===== config.mk =====
export PLATFORM = sky130hd
export DESIGN_NAME = cart_backup_ctrl
export DESIGN_NICKNAME = d
export VERILOG_FILES = /design/src/rtl/cart_backup_ctrl.sv
export SDC_FILE = /design/constraint.sdc
export NUM_CORES = 1
export LEC_CHECK = 0
export CORE_MARGIN = 2
export CORE_UTILIZATION = 36
export DETAILED_ROUTE_END_ITERATION = 10
export HOLD_SLACK_MARGIN = 0.15
export PLACE_DENSITY = 0.88
export SLEW_MARGIN = 20
export SYNTH_ARGS = -nofsm -noshare
export SYNTH_HDL_FRONTEND = slang
export SYNTH_SLANG_ARGS = --single-unit

===== constraint.sdc =====
create_clock -name clk_sys -period 6.8 [get_ports clk_sys]
set_input_delay 1.7 -clock clk_sys [delete_from_list [all_inputs] [get_ports clk_sys]]
set_output_delay 1.7 -clock clk_sys [all_outputs]
set_load 0.03 [all_outputs]

===== src/rtl/cart_backup_ctrl.sv =====
// -----------------------------------------------------------------------------
// cart_backup_ctrl
//
// Moves battery-backed cartridge RAM to and from the SD save file.
//   load: consecutive 512-byte sectors are read from the save file and
//         written into cart RAM.
//   save: cart RAM is streamed out to the save file, one sector at a time.
// The cartridge RAM size sets the number of sectors. Word addressing inside
// cart RAM is {sector[7:0], word-in-sector[7:0]}.
//
// Ports
//   clk_sys        system clock, everything on the rising edge
//   reset_n        asynchronous active-low reset
//   bk_ena         save file mounted and writable; requests ignored when 0
//   bk_load        load request level; rising edge starts a load
//   bk_save        save request level; rising edge starts a save
//   mbc2           cartridge is MBC2 (512 x 4-bit RAM)
//   cart_ram_size  header RAM-size byte
//   sd_lba         sector number (bits 31:8 always 0)
//   sd_rd / sd_wr  sector read (load) / write (save) request
//   sd_ack         SD host acknowledge, high for one whole sector transfer
//   sd_buff_addr   16-bit word index within the sector
//   sd_buff_wr     sd_buff_dout valid (load direction)
//   sd_buff_dout   word from SD
//   sd_buff_din    word to SD (cart RAM read data, passed straight through)
//   bk_addr        cart-RAM word address
//   bk_wr          cart-RAM word write strobe
//   bk_data        word to cart RAM
//   bk_q           word read from cart RAM (1-cycle read latency)
//   busy           transfer in progress
//   done           one-cycle pulse when a transfer completes
//   dbg_state      current controller state (0 idle, 1 request, 2 transfer)
//
// SD handshake: the controller raises sd_rd or sd_wr and holds it until it
// sees a rising edge of sd_ack; it then drops the request and waits for
// sd_ack to fall, which marks the end of that sector. Words move only while
// sd_ack is high.
// -----------------------------------------------------------------------------
module cart_backup_ctrl (
  input  logic        clk_sys,
  input  logic        reset_n,
  input  logic        bk_ena,
  input  logic        bk_load,
  input  logic        bk_save,
  input  logic        mbc2,
  input  logic [7:0]  cart_ram_size,
  output logic [31:0] sd_lba,
  output logic        sd_rd,
  output logic        sd_wr,
  input  logic        sd_ack,
  input  logic [7:0]  sd_buff_addr,
  input  logic        sd_buff_wr,
  input  logic [15:0] sd_buff_dout,
  output logic [15:0] sd_buff_din,
  output logic [15:0] bk_addr,
  output logic        bk_wr,
  output logic [15:0] bk_data,
  input  logic [15:0] bk_q,
  output logic        busy,
  output logic        done,
  output logic [1:0]  dbg_state
);

  typedef enum logic [1:0] {
    S_IDLE = 2'd0,
    S_REQ  = 2'd1,
    S_XFER = 2'd2
  } state_t;

  state_t      r_state;
  logic [7:0]  r_lba;
  logic        r_dir_load;
  logic        r_rd;
  logic        r_wr;
  logic        r_busy;
  logic        r_done;
  logic        r_old_load;
  logic        r_old_save;
  logic        r_old_ack;

  logic [7:0]  w_last;
  logic        w_supported;
  logic        w_load_edge;
  logic        w_save_edge;
  logic        w_start;
  logic        w_ack_rise;
  logic        w_ack_fall;

  // Index of the final sector for the fitted RAM size.
  always_comb begin
    w_last = 8'hFF;
    if (mbc2) begin
      w_last = 8'h01;
    end else begin
      case (cart_ram_size)
        8'd1:    w_last = 8'h03;
        8'd2:    w_last = 8'h0F;
        8'd3:    w_last = 8'h3F;
        default: w_last = 8'hFF;
      endcase
    end
  end

  // A cart without RAM (and not MBC2) has nothing to back up.
  assign w_supported = bk_ena & (mbc2 | (cart_ram_size != 8'd0));

  assign w_load_edge = bk_load & ~r_old_load;
  assign w_save_edge = bk_save & ~r_old_save;
  assign w_start     = w_supported & (w_load_edge | w_save_edge);
  assign w_ack_rise  = sd_ack & ~r_old_ack;
  assign w_ack_fall  = ~sd_ack & r_old_ack;

  always_ff @(posedge clk_sys or negedge reset_n) begin
    if (!reset_n) begin
      r_state    <= S_IDLE;
      r_lba      <= 8'd0;
      r_dir_load <= 1'b0;
      r_rd       <= 1'b0;
      r_wr       <= 1'b0;
      r_busy     <= 1'b0;
      r_done     <= 1'b0;
      r_old_load <= 1'b0;
      r_old_save <= 1'b0;
      r_old_ack  <= 1'b0;
    end else begin
      // Edge history runs in every state so edges seen while busy are
      // consumed rather than replayed once the transfer ends.
      r_old_load <= bk_load;
      r_old_save <= bk_save;
      r_old_ack  <= sd_ack;
      r_done     <= 1'b0;

      case (r_state)
        S_IDLE: begin
          if (w_start) begin
            // Load has priority when both edges land in the same cycle.
            r_lba      <= 8'd0;
            r_dir_load <= w_load_edge;
            r_rd       <= w_load_edge;
            r_wr       <= ~w_load_edge;
            r_busy     <= 1'b1;
            r_state    <= S_REQ;
          end
        end

        S_REQ: begin
          // Only a fresh rising edge counts; an ack still high from the
          // previous sector is ignored.
          if (w_ack_rise) begin
            r_rd    <= 1'b0;
            r_wr    <= 1'b0;
            r_state <= S_XFER;
          end
        end

        S_XFER: begin
          if (w_ack_fall) begin
            // Compare before incrementing so sector 0xFF ends the transfer
            // without the 8-bit counter wrapping.
            if (r_lba >= w_last) begin
              r_busy  <= 1'b0;
              r_done  <= 1'b1;
              r_state <= S_IDLE;
            end else begin
              r_lba   <= r_lba + 8'd1;
              r_rd    <= r_dir_load;
              r_wr    <= ~r_dir_load;
              r_state <= S_REQ;
            end
          end
        end

        default: r_state <= S_IDLE;
      endcase
    end
  end

  assign sd_lba      = {24'd0, r_lba};
  assign sd_rd       = r_rd;
  assign sd_wr       = r_wr;
  assign busy        = r_busy;
  assign done        = r_done;
  assign dbg_state   = r_state;

  // Data path is pure wiring; the SD host absorbs the RAM read latency.
  assign sd_buff_din = bk_q;
  assign bk_data     = sd_buff_dout;
  assign bk_addr     = {r_lba, sd_buff_addr};
  assign bk_wr       = sd_buff_wr & sd_ack & r_dir_load & r_busy;

endmodule


==> results of run 1 <==
## cells in the final DEF, fill, tap and decap left out, types with 6 or more instances in the layout
master and count:
clkdlybuf4s50_1 38, conb_1 24, dfrtp_1 18, ha_1 12, nand2_1 7, o21ai_0 7
a31oi_1 7, inv_1 6, nand3_1 6
## stage by stage
stage / area (um2) / std cells / utilization / setup WS [ns] / power [W]
after detailed placement: 1760 / 245 / 0.372 / 1.94 / 0.000496
after floorplan: 1840 / 213 / - / 2.67 / 0.000451
after global routing: 1810 / 249 / 0.384 / 1.96 / 0.000628
after CTS: 1810 / 249 / 0.384 / 2.00 / 0.000588
after global placement: 1760 / 245 / 0.372 / 2.05 / 0.000486
final: 1810 / 249 / 0.384 / 2.01 / 0.000585
## cells by family (layout without fill, tap and decap cells)
family,after synthesis,count (layout),share of synthesized area
AO/OA/AOI/OAI,38,38,0.182
AND/OR/NAND/NOR,36,36,0.114
XOR/XNOR,1,1,0.00500
flip-flops,18,18,0.257
other,1,24,0.00214
adder cells (fa/ha/maj),12,12,0.0857
multiplexers,5,5,0.0307
buffers and inverters,79,48,0.323
## layout make-up
| class | instances | area (um2) | share of cell area |
|---|---|---|---|
| multi-input combinational | 116 | 822 | 0.453 |
| inverter | 6 | 22.5 | 0.0124 |
| clock buffer | 4 | 55.1 | 0.0303 |
| timing repair buffer | 38 | 380 | 0.210 |
| sequential | 18 | 450 | 0.248 |
| tap | 67 | 83.8 | 0.0462 |
## final timing paths
path / endpoint / slack, ns / depth (start not counted)
max: bk_wr / 2.01 / 3
min: sd_rd / 0.49 / 1
max reg2reg: sd_wr / 4.27 / 6
min reg2reg: sd_rd / 0.49 / 1
max in group asynchronous: r_old_save / 4.40 / 1
min in group asynchronous: r_lba[5] / 1.90 / 1
## Yosys cell counts (2+ instances only)
library cell	number	area (um2)
buf_4	72	541
nor2b_1	2	12.5
a31o_2	3	26.3
o2bb2ai_1	2	17.5
a2111oi_4	2	55.1
nor3_1	2	10.0
and4_1	2	17.5
inv_1	6	22.5
nor2_1	4	15.0
mux2i_1	2	20.0
dfrtp_1	18	450
a21oi_1	3	15.0
nand2b_1	4	25.0
and3_1	4	25.0
o21ai_0	7	35.0
a21o_1	2	15.0
mux2_1	2	22.5
nand3_1	6	30.0
o211ai_1	2	15.0
ha_1	12	150
a221o_1	2	20.0
a31oi_1	7	43.8
nand2_1	7	26.3
## layer usage
metal  wire length, um  vias to the layer above
met4                80                        0
met3               330                       13
li1                  -                      566
met2              1610                       66
met5                 0                        -
met1              1440                      580
## sequential cells by signal, summed over array words and instances (netlist names)
signal / flops
busy: 1
dbg_state: 2
done: 1
r_dir_load: 1
r_lba: 8
r_old_ack: 1
r_old_load: 1
r_old_save: 1
sd_rd: 1
sd_wr: 1
## where the power goes
part           leakage [nW]  internal, W  total (W)  switching (W)
Sequential            0.228     0.000132   0.000161      0.0000282
Combinational         0.553     0.000135   0.000335       0.000200
Clock                0.0288    0.0000516  0.0000896      0.0000380
==> metrics.txt, run 1 <==
outcome completed; Final Hold Vio Count 0; Min-Delay Path Class reg -> reg; routed wire length around 3500 um; r2r startpoint r_lba[3]; Ports between 100 and 150; Startpoint Class input pin; vias in the first global route approximately 1200; CTS Hold Bufs 0; GR Util met3 0.0384; Worst EP required between 5 and 6 ns; Clock Skews 0.00227 ns; Clock Sinks 18; worst path bufs/invs 2; layout cells sized above 1 0.0769; worst hold start sd_rd; via count between 1000 and 1500; Tot GR Track Use 0.128; Synth-to-Final Area Change 3.50%; worst setup path startpoint sd_ack; register bit total from synthesis 18; MaxCap Viol Count 0; Initial DRC Count 52; Die Y ~74 um; Post-synth EDFFs 0; Crit. End Element output port; sequential fraction of the synthesis area 0.257; dpl hpwl about 2700 um; Avg Inst Size Synth roughly 9.2 um2; RSZ-0062 raised after global routing false; worst-skew pair later-pin latency 0.26 ns; WS Path Type in -> out; DR WL/cell 13.9 um; CTS resizes 0; Clock Path Buffers 2; data arrival time of the critical path 3.09 ns; root buffer cell clkbuf_8; Most Crowded Layer GR met2; CP peak stage delay ~0.67 ns; Peak VDD IR approximately 0.00017 V; WHS 0.491 ns; library cells used by synthesis 40; asr flop ratio synth 1.00; Layout Nets ~250; Vias/cell 4.92; Slew HR 0.464; slowest CP cell clkdlybuf4s50_1; Leak roughly 0.81 nW; power per cell area approximately 320 mW/mm2; Antenna Cells 0; Die Wd between 70 and 80 um; GR Util met1 0.159; post-route ant nets 0; slew at the pin with the worst max-slew slack 0.802 ns; GRT overflow 0; GPL Wtd Cong ~0.93; CTS tree yes; antenna violations before repair 0; setup TNS 0 ns; layout filler cell count about 480; Final Slew Violations 0; Port Buffers 38; die outline area ~0.0054 mm2; fmax between 0.2 and 0.25 GHz; minimum clock period between 4 and 5 ns; CTS Buf Count 3; DR pass1 iterations 4; first-pass GRT wire length between 5000 and 6000 um; std cell rows 25; Critical Path Most Common Cell clkdlybuf4s50_1; postcts setup bufs 0; pin count of the biggest net entering global routing 19; residual DRC count 0; grt met2 use 0.196; H-tree Lvls 1; initial core utilization 0.371; CP max FO 4; CORE AREA 0.00472 mm2; Ys Warns 0; Post-Syn Area ~0.0018 mm2; CP Cell Sequence clkdlybuf4s50_1, and4_1, clkdlybuf4s50_1; Worst-path clk slew 0.07 ns; cell family with most CP delay buffers and inverters; Synth Instances 190; period utilization 0.704; # setup viols final 0; most used flip-flop cell after synthesis dfrtp_1
No activity file was read; power rests on OpenSTA's default activity.
==> run 2, diff against run 1 <==
--- a/config.mk
+++ b/config.mk
@@ -6,10 +6,10 @@
 export NUM_CORES = 1
 export LEC_CHECK = 0
 export CORE_MARGIN = 2
-export CORE_UTILIZATION = 36
+export CORE_UTILIZATION = 30
 export DETAILED_ROUTE_END_ITERATION = 10
 export HOLD_SLACK_MARGIN = 0.15
-export PLACE_DENSITY = 0.88
+export PLACE_DENSITY = 0.78
 export SLEW_MARGIN = 20
 export SYNTH_ARGS = -nofsm -noshare
 export SYNTH_HDL_FRONTEND = slang
==> constraint.sdc (replaced) <==
create_clock -name clk_sys -period 4.1 [get_ports clk_sys]
set_input_delay 1.025 -clock clk_sys [delete_from_list [all_inputs] [get_ports clk_sys]]
set_output_delay 1.025 -clock clk_sys [all_outputs]
set_load 0.03 [all_outputs]
==> run 2 against run 1 <==
Net effect:
- non-clock buffer count increased by 2
- sequential share of layout area decreased by 0.10 points
- clock power increased by 38%
- wire length increased by 5.8%
- count of clock-buffer cells in the layout decreased by 1
- sequential power increased by 68%
- combinational power increased by 67%
- largest power group unchanged
- cell area increased by 0.41%
- worst hold slack improved by 0.021 ns
- register-to-register slack got worse by 2.7 ns
- power increased by 63%
==> metrics.txt, run 2 (same netlist as run 1, synthesis figures left out) <==
outcome completed; commonest non-fill, non-tap cell in the layout clkdlybuf4s50_1; combinational share of power 0.587; Worst Slack Setup Final between 0.3 and 0.4 ns; routed wire length approximately 3700 um; fmax 0.269 GHz; Vias/cell 4.87; Synth-to-Final Area Change 3.93%; die outline area between 0.006 and 0.007 mm2; DR WL/cell 14.4 um; layout filler cell count about 580; root buffer cell clkbuf_8; initial core utilization 0.314; Top reg by flops r_lba; antenna violations before repair 0; CTS Buf Count 3; depth of the most critical reg-to-reg path 6; postcts setup bufs 0; power per cell area between 500 and 600 mW/mm2; Clock Sinks 18; Final Slew Violations 0; Crit. End Element register; minimum clock period 3.71 ns; DR pass1 iterations 4; CTS tree yes; FF-to-FF End sd_wr; MaxCap Viol Count 0; std cell rows 27; pin count of the biggest net entering global routing 19; P_sw 0.000443 W; worst hold start sd_rd; worst slack, placed between 0.1 and 0.15 ns; CP max FO 4; CORE AREA approximately 0.0056 mm2; Die Y approximately 80 um; # setup viols final 0; Clock Skews between 0.006 and 0.007 ns; FF-to-FF setup slack 1.59 ns; r2r startpoint r_lba[3]; clock power share 0.129; Post-Route Utilization 0.327; Worst-path clk slew around 0.060 ns; Seq pwr share 0.284; CTS resizes 0; Worst EP required approximately 4.2 ns; CTS Hold Bufs 0; flip-flop count of the largest register after layout 8; Peak VDD IR roughly 0.00022 V; Min-Delay Path Class reg -> reg; Die Wd 80.4 um; slew at the pin with the worst max-slew slack ~0.85 ns; Tot Pwr 0.000954 W; setup TNS 0 ns; Antenna Cells 0; Leak 0.812 nW; Sw Ratio 0.464; Tot GR Track Use 0.110; GPL Wtd Cong approximately 0.81; WS Path Type in -> reg; Slew HR 0.431; hold depth 1; Initial DRC Count slightly above 60; dpl hpwl 2880 um; period utilization 0.906; vias in the first global route between 1000 and 1500; first-pass GRT wire length ~5500 um; GRT overflow 0; via count between 1000 and 1500; commonest cells after routing, fill and taps aside clkdlybuf4s50_1, conb_1, dfrtp_1; data arrival time of the critical path roughly 3.8 ns; layout cells sized above 1 0.0820; worst-skew pair later-pin latency 0.25 ns; H-tree Lvls 1; Clock Path Buffers 2; Worst Hold End sd_rd; Final Hold Vio Count 0; Ports between 100 and 150; Int Pwr just over 0.0005 W; Startpoint Class input pin; RSZ-0062 raised after global routing false; post-route ant nets 0; residual DRC count 0; Port Buffers 38; Layout Nets 253
run 2: cell count changes in the layout (fill, tap and decap cells not counted), sizes merged:
| cell | previous run | this run |
|---|---|---|
| clkbuf | 4 | 3 |
| buf | 0 | 2 |
run 2: per-stage QoR:
step           cell area, um2  hold slack [ns]  instances
6_report                 1820            0.512        255
5_1_grt                  1820            0.531        255
4_1_cts                  1820            0.513        255
3_5_place_dp             1780            0.486        252
3_3_place_gp             1780            0.494        252
2_1_floorplan            1840            0.512        213
run 2: routing by layer:
metal  vias to the layer above  part of all wire  GRT usage  wire length, um
li1                        567                 -          -                -
met1                       596              0.42      0.142             1550
met2                        72              0.46      0.177             1700
met3                         6             0.098     0.0258              360
met4                         0             0.014     0.0441               51
met5                         -                 0          0                0
run 2: worst max path at each step:
| stage | startpoint | endpoint | slack [ns] | depth (start not counted) |
|---|---|---|---|---|
| detailed placement | cart_ram_size[5] | sd_wr | 0.11 | 9 |
| finish | cart_ram_size[1] | sd_wr | 0.39 | 9 |
| floorplan | cart_ram_size[5] | sd_rd | 0.64 | 8 |
| global route | cart_ram_size[5] | sd_wr | 0.21 | 9 |
| global placement | cart_ram_size[5] | sd_rd | 0.18 | 9 |
| CTS | cart_ram_size[5] | sd_wr | 0.38 | 9 |
run 2: area by class of cell:
| cell class | count | area (um2) | area share |
|---|---|---|---|
| clock buffers | 3 | 41.3 | 0.0227 |
| multi-input cells | 116 | 822 | 0.451 |
| flip-flops and latches | 18 | 450 | 0.247 |
| inverters | 6 | 22.5 | 0.0124 |
| repair buffers | 40 | 395 | 0.217 |
| well taps | 72 | 90.1 | 0.0495 |
run 2: critical path, stage by stage:
cell and delay, ns:
clkdlybuf4s50_1 0.46, nor3_1 0.33, a31o_2 0.23, ha_1 0.25
a211oi_2 0.22, o21ai_1 0.12, a221o_1 0.45, a2111oi_4 0.41
mux2_1 0.36
run 2: power groups by stage:
| stage | logic (W) | clock network, W | registers (W) |
|---|---|---|---|
| 2_1_floorplan | 0.000421 | 0 | 0.000326 |
| 3_5_place_dp | 0.000560 | 0 | 0.000274 |
| 4_1_cts | 0.000563 | 0.000127 | 0.000272 |
| 3_3_place_gp | 0.000547 | 0 | 0.000273 |
| 5_1_grt | 0.000604 | 0.000134 | 0.000277 |
| 6_report | 0.000560 | 0.000124 | 0.000271 |
